## src/rtl/oc8051_fetch_pkg.sv

```systemverilog
// Shared constants and types for the oc8051 instruction prefetch stage.
package oc8051_fetch_pkg;

    localparam int FETCH_BYTES = 4;
    localparam int OP_BYTES    = 3;

    typedef enum logic [1:0] {
        CONSUME_NONE  = 2'd0,
        CONSUME_ONE   = 2'd1,
        CONSUME_TWO   = 2'd2,
        CONSUME_THREE = 2'd3
    } consume_e;

    function automatic int ptr_width(input int depth);
        return $clog2(depth);
    endfunction

endpackage

```

## src/rtl/oc8051_fetch_queue.sv

```systemverilog
// Circular byte queue: 4-byte write port, 3-byte read window at head,
// variable pop of 0-3 bytes and a flush that empties it.
module oc8051_fetch_queue
    import oc8051_fetch_pkg::*;
#(
    parameter  int DEPTH = 8,
    localparam int PW    = ptr_width(DEPTH)
) (
    input  logic          clk_i,
    input  logic          rst_i,
    input  logic          flush_i,
    input  logic          wr_en_i,
    input  logic [31:0]   wr_data_i,
    input  logic [1:0]    pop_i,
    output logic [23:0]   rd_data_o,
    output logic [PW:0]   count_o
);

    logic [7:0]    mem_q [DEPTH];
    logic [PW-1:0] head_q, head_d;
    logic [PW-1:0] tail_q, tail_d;
    logic [PW:0]   count_q, count_d;

    // Pointer and occupancy next-state; the caller guarantees pops never exceed count.
    always_comb begin
        head_d  = head_q;
        tail_d  = tail_q;
        count_d = count_q;
        if (flush_i) begin
            head_d  = '0;
            tail_d  = '0;
            count_d = '0;
        end else begin
            head_d = head_q + PW'(pop_i);
            if (wr_en_i) begin
                tail_d  = tail_q + PW'(FETCH_BYTES);
                count_d = count_q + (PW+1)'(FETCH_BYTES) - (PW+1)'(pop_i);
            end else begin
                count_d = count_q - (PW+1)'(pop_i);
            end
        end
    end

    // Storage is cleared on reset so the read window shows zeros afterwards.
    always_ff @(posedge clk_i) begin
        if (rst_i) begin
            head_q  <= '0;
            tail_q  <= '0;
            count_q <= '0;
            for (int i = 0; i < DEPTH; i++) begin
                mem_q[i] <= 8'h00;
            end
        end else begin
            head_q  <= head_d;
            tail_q  <= tail_d;
            count_q <= count_d;
            if (wr_en_i && !flush_i) begin
                for (int k = 0; k < FETCH_BYTES; k++) begin
                    mem_q[tail_q + PW'(k)] <= wr_data_i[8*k +: 8];
                end
            end
        end
    end

    // Read window of the next instruction bytes starting at head.
    always_comb begin
        rd_data_o = 24'h000000;
        for (int k = 0; k < OP_BYTES; k++) begin
            rd_data_o[8*k +: 8] = mem_q[head_q + PW'(k)];
        end
    end

    assign count_o = count_q;

endmodule

```

## src/rtl/oc8051_cxrom_fetch.sv

```systemverilog
// oc8051 instruction prefetch: drives the code ROM address, buffers ROM words
// and presents the next three opcode bytes with their PC to decode.
module oc8051_cxrom_fetch
    import oc8051_fetch_pkg::*;
#(
    parameter int DEPTH = 8,
    parameter int AW    = 16
) (
    input  logic          clk,
    input  logic          rst,
    output logic [AW-1:0] cxrom_addr,
    input  logic [31:0]   cxrom_data_in,
    input  logic          pc_load,
    input  logic [AW-1:0] pc_new,
    input  logic [1:0]    consume,
    output logic          op_valid,
    output logic [23:0]   op_data,
    output logic [AW-1:0] op_pc
);

    localparam int           PW          = ptr_width(DEPTH);
    localparam logic [PW:0]  FETCH_LIMIT = (PW+1)'(DEPTH - FETCH_BYTES);

    logic [AW-1:0] fetch_pc_q, fetch_pc_d;
    logic [AW-1:0] op_pc_q, op_pc_d;
    logic [PW:0]   count_s;
    logic          fetch_s;
    logic [1:0]    pop_s;

    // Fetch uses the pre-consume count; consume is honoured only with a full window.
    always_comb begin
        fetch_s  = 1'b0;
        pop_s    = 2'd0;
        op_valid = (count_s >= (PW+1)'(OP_BYTES));
        if (!pc_load && (count_s <= FETCH_LIMIT)) begin
            fetch_s = 1'b1;
        end else begin
            fetch_s = 1'b0;
        end
        if (op_valid && (consume_e'(consume) != CONSUME_NONE)) begin
            pop_s = consume;
        end else begin
            pop_s = 2'd0;
        end
    end

    // A jump overrides both fetch and consume in its cycle.
    always_comb begin
        fetch_pc_d = fetch_pc_q;
        op_pc_d    = op_pc_q;
        if (pc_load) begin
            fetch_pc_d = pc_new;
            op_pc_d    = pc_new;
        end else begin
            op_pc_d = op_pc_q + AW'(pop_s);
            if (fetch_s) begin
                fetch_pc_d = fetch_pc_q + AW'(FETCH_BYTES);
            end else begin
                fetch_pc_d = fetch_pc_q;
            end
        end
    end

    // Program counters; reset wins over a simultaneous jump.
    always_ff @(posedge clk) begin
        if (rst) begin
            fetch_pc_q <= '0;
            op_pc_q    <= '0;
        end else begin
            fetch_pc_q <= fetch_pc_d;
            op_pc_q    <= op_pc_d;
        end
    end

    oc8051_fetch_queue #(
        .DEPTH (DEPTH)
    ) u_queue (
        .clk_i     (clk),
        .rst_i     (rst),
        .flush_i   (pc_load),
        .wr_en_i   (fetch_s),
        .wr_data_i (cxrom_data_in),
        .pop_i     (pop_s),
        .rd_data_o (op_data),
        .count_o   (count_s)
    );

    assign cxrom_addr = fetch_pc_q;
    assign op_pc      = op_pc_q;

endmodule

```

## config.mk

```make
export PLATFORM = sky130hd
export DESIGN_NAME = oc8051_cxrom_fetch
export DESIGN_NICKNAME = d
export VERILOG_FILES = /design/src/rtl/oc8051_fetch_pkg.sv /design/src/rtl/oc8051_fetch_queue.sv /design/src/rtl/oc8051_cxrom_fetch.sv
export SDC_FILE = /design/constraint.sdc
export NUM_CORES = 1
export LEC_CHECK = 0
export CAP_MARGIN = 20
export CORE_UTILIZATION = 57
export CTS_CLUSTER_DIAMETER = 40
export CTS_CLUSTER_SIZE = 30
export DETAILED_ROUTE_END_ITERATION = 8
export DONT_BUFFER_PORTS = 1
export PLACE_DENSITY = 0.75
export SLEW_MARGIN = 10
export SYNTH_ARGS = -nofsm -noshare
export SYNTH_HDL_FRONTEND = slang
export SYNTH_HIERARCHICAL = 1
export SYNTH_SLANG_ARGS = --single-unit
```

## constraint.sdc

```tcl
create_clock -name clk -period 7.1 [get_ports clk]
set_clock_uncertainty 0.1 [all_clocks]
set_input_delay 1.065 -clock clk [delete_from_list [all_inputs] [get_ports clk]]
set_output_delay 1.065 -clock clk [all_outputs]
set_load 0.05 [all_outputs]
```

==> results.tsv <==
stage	metric	value	unit
global_routing	initial antenna violation count	0	
place	Port Buffers	0	
sta	Slew @ Worst Pin	0.996	ns
cells_and_area	n_diodes	0	
yosys	top cells by area, synth	edfxtp_1, dfxtp_1, mux4_2	
cells_and_area	P&R area growth vs syn	4.65	%
yosys	cell count after synthesis	475	
yosys	syn avg cell area	12.4	um^2
die	I/O pins	110	
yosys	Synth top area share	32.6	%
cells_and_area	fin nets	530	
global_routing	first-pass GRT wire length	18900	um
worst_hold_path	HP Class	register to register	
clock_tree	H-tree depth	3	
sta	Setup TNS	0	ns
critical_path	Req. time, crit path	5.93	ns
yosys	sequential element share of the synthesized area	46.2	%
sta	Slew Limit Fails	0	
routing	Detail Route Antenna Nets	0	
cells_and_area	Layout Utilization	62.3	%
yosys	yosys warns	6	
sta	# setup viols final	0	
routing	Vias/cell	6.11	
critical_path	crit path max fanout	18	
sta	Slew HR	33.6	%
die	Die H	104	um
job	Max Cap Violations	0	
clock_tree	Clk Tree Root Cell	clkbuf_8	
critical_path	Arr. time, crit path	3.17	ns
yosys	post-synth cell types	52	
critical_path	CP Class	register to output port	
clock_tree	Clock Path Buffers	2	
place	hpwl dp	8300	um
yosys	number of synthesized flops with an enable pin	64	
routing	drt pass-1 iters	4	
yosys	number of synthesized register bits	104	
die	Rows	36	
sta	RSZ-0062 raised after global routing	false	
yosys	Post-Synthesis Net Count	542	
yosys	Mapped Area	0.00590	mm^2
critical_path	Crit. End Element	output port	
global_routing	number of global-route vias before repair	3798	
sta	Final Cycle Share	61.1	%
pwr	power per cell area	223	mW/mm^2
global_routing	largest net degree at the start of global routing	56	
clock_tree	TritonCTS buffer count	9	
die	Die Wd	104	um
pwr	Leakage Power	2.27	nW
routing	Residual DRC	0	
clock_tree	CTS Sinks	104	
routing	drt wl/cell	19.4	um
clock_tree	CTS tree	done	
routing	DRT Wirelength	11700	um
clock_tree	Worst-path clk slew	0.09	ns
cells_and_area	layout cells sized above 1	22.4	%
sta	achievable frequency	231	MHz
die	full die area	0.0108	mm^2
yosys	Post-synth ARST share	0	%
cells_and_area	FILL cells	819	
clock_tree	CTS hold repair buffers	0	
routing	DR iter-0 viols	145	
yosys	ys flop type	edfxtp_1	
place	Final Wtd Congestion	0.785	
yosys	Synth area leader	edfxtp_1	
clock_tree	post-CTS sizing	0	
critical_path	Worst setup SP type	register	
pwr	maximum vdd ir drop	0.0000932	V
die	Starting Density	59.5	%
global_routing	grt total ovfl	0	
die	Placeable Area	0.00991	mm^2
global_routing	GRT Overall Usage	22.4	%
clock_tree	postcts setup bufs	0	
routing	via count	3672	
sta	Hold Vio Cnt, Final	0	
clock_tree	Clk Latency, worst-skew pair	0.36	ns
sta	Tmin final	4.34	ns
run_status	status	complete, no violations	
==> power by group <==
group | switching [mW] | total, mW | internal, mW
Clock | 0.202 | 0.381 | 0.180
Sequential | 0.0829 | 0.762 | 0.679
Combinational | 0.142 | 0.235 | 0.0921
==> placed cells by master, fill, tap and decap left out, drive strengths merged, types with 2 or more instances in the layout <==
cell	synthesis	layout
mux2	41	41
nor3b	2	2
o21ai	2	2
nand3	7	7
a21oi	20	20
xor2	13	13
or3	4	4
nand4	6	6
nor2	16	16
mux4	32	32
clkbuf	14	13
ha	11	11
or2	4	4
clkinvlp	0	2
nor3	7	7
nand3b	3	3
xnor2	10	10
nor4b	3	3
buf	12	3
edfxtp	64	64
fa	3	3
and3	3	3
o31a	7	7
nand2b	4	4
dfxtp	40	40
nor4	5	5
nand2	14	14
and2	70	70
o21a	22	22
mux2i	3	3
inv	25	25
==> final timing paths <==
check	end	cells past startpoint	startpoint	slack, ns
hold / removal	u_queue/count_o[3]	2	u_queue/count_o[3]	0.46
hold reg to reg	u_queue/count_o[3]	2	u_queue/count_o[3]	0.46
setup reg to reg	u_queue/mem_q[7][6]	4	u_queue/count_o[1]	3.88
setup / recovery	op_data[11]	3	u_queue/head_q[1]	2.76
==> synthesized netlist by cell type (all sizes together) (2+ instances only) <==
library cell   n
mux2i          3
and3           3
nor4b          3
xor2          13
mux4          32
nand2b         4
ha            11
dfxtp         40
clkbuf        14
fa             3
edfxtp        64
nand2         14
or2            4
nor3           7
o31a           7
xnor2         10
nor3b          2
nor4           5
a21oi         20
buf           12
mux2          41
nand3          7
o21ai          2
nand3b         3
or3            4
inv           25
o21a          22
and2          70
nor2          16
nand4          6
==> metrics by stage <==
step | cell area, um^2 | cells | power (mW) | setup slack [ns] | hold WS [ns]
after floorplan | 5900 | 475 | 0.976 | 3.76 | 0.388
after CTS | 6170 | 601 | 1.39 | 2.67 | 0.461
after global placement | 5960 | 585 | 1.00 | 3.17 | 0.434
final | 6170 | 601 | 1.38 | 2.76 | 0.463
after global routing | 6170 | 601 | 1.43 | 2.53 | 0.499
after detailed placement | 5960 | 585 | 1.01 | 3.06 | 0.441
==> critical path, cell delays in order (launching register included) <==
cell	delay (ns)
dfxtp_1	0.89
ha_1	0.90
mux4_2	0.60
mux2_2	0.41
==> logic make-up after synthesis <==
kind of cell / Yosys count / synth area share, %
mux: 76 / 20.8
simple gates: 152 / 15.9
compound gates: 55 / 6.45
fa+ha+maj: 14 / 3.35
xor+xnor: 23 / 3.54
buf+inv: 51 / 3.86
flops: 104 / 46.2
==> final cells by class <==
cell class / instances / area, um^2 / share of cell area [%]
Clock buffer: 13 / 191 / 3.10
Clock inverter: 3 / 20.0 / 0.324
Inverter: 25 / 93.8 / 1.52
Multi-Input combinational cell: 320 / 2950 / 47.9
Sequential cell: 104 / 2720 / 44.1
Tap cell: 133 / 166 / 2.70
Timing Repair Buffer: 3 / 22.5 / 0.365
==> sequential cells by signal (all words and copies together), names as in the netlist <==
name and cells:
cxrom_addr 16, u_queue/mem_q 64, op_pc 16, u_queue/head_q 3
u_queue/count_o 4, u_queue/tail_q 1
==> metal layers <==
layer,share of wire (%),wire (um),GRT usage (%),vias to the layer above
met5,0,0,0,-
li1,-,-,-,1707
met1,40,4620,25.4,1818
met2,50,5790,39.7,137
met4,1.2,138,7.14,0
met3,9.7,1130,7.74,10
Note: power is estimated with default switching activity, not from simulation.
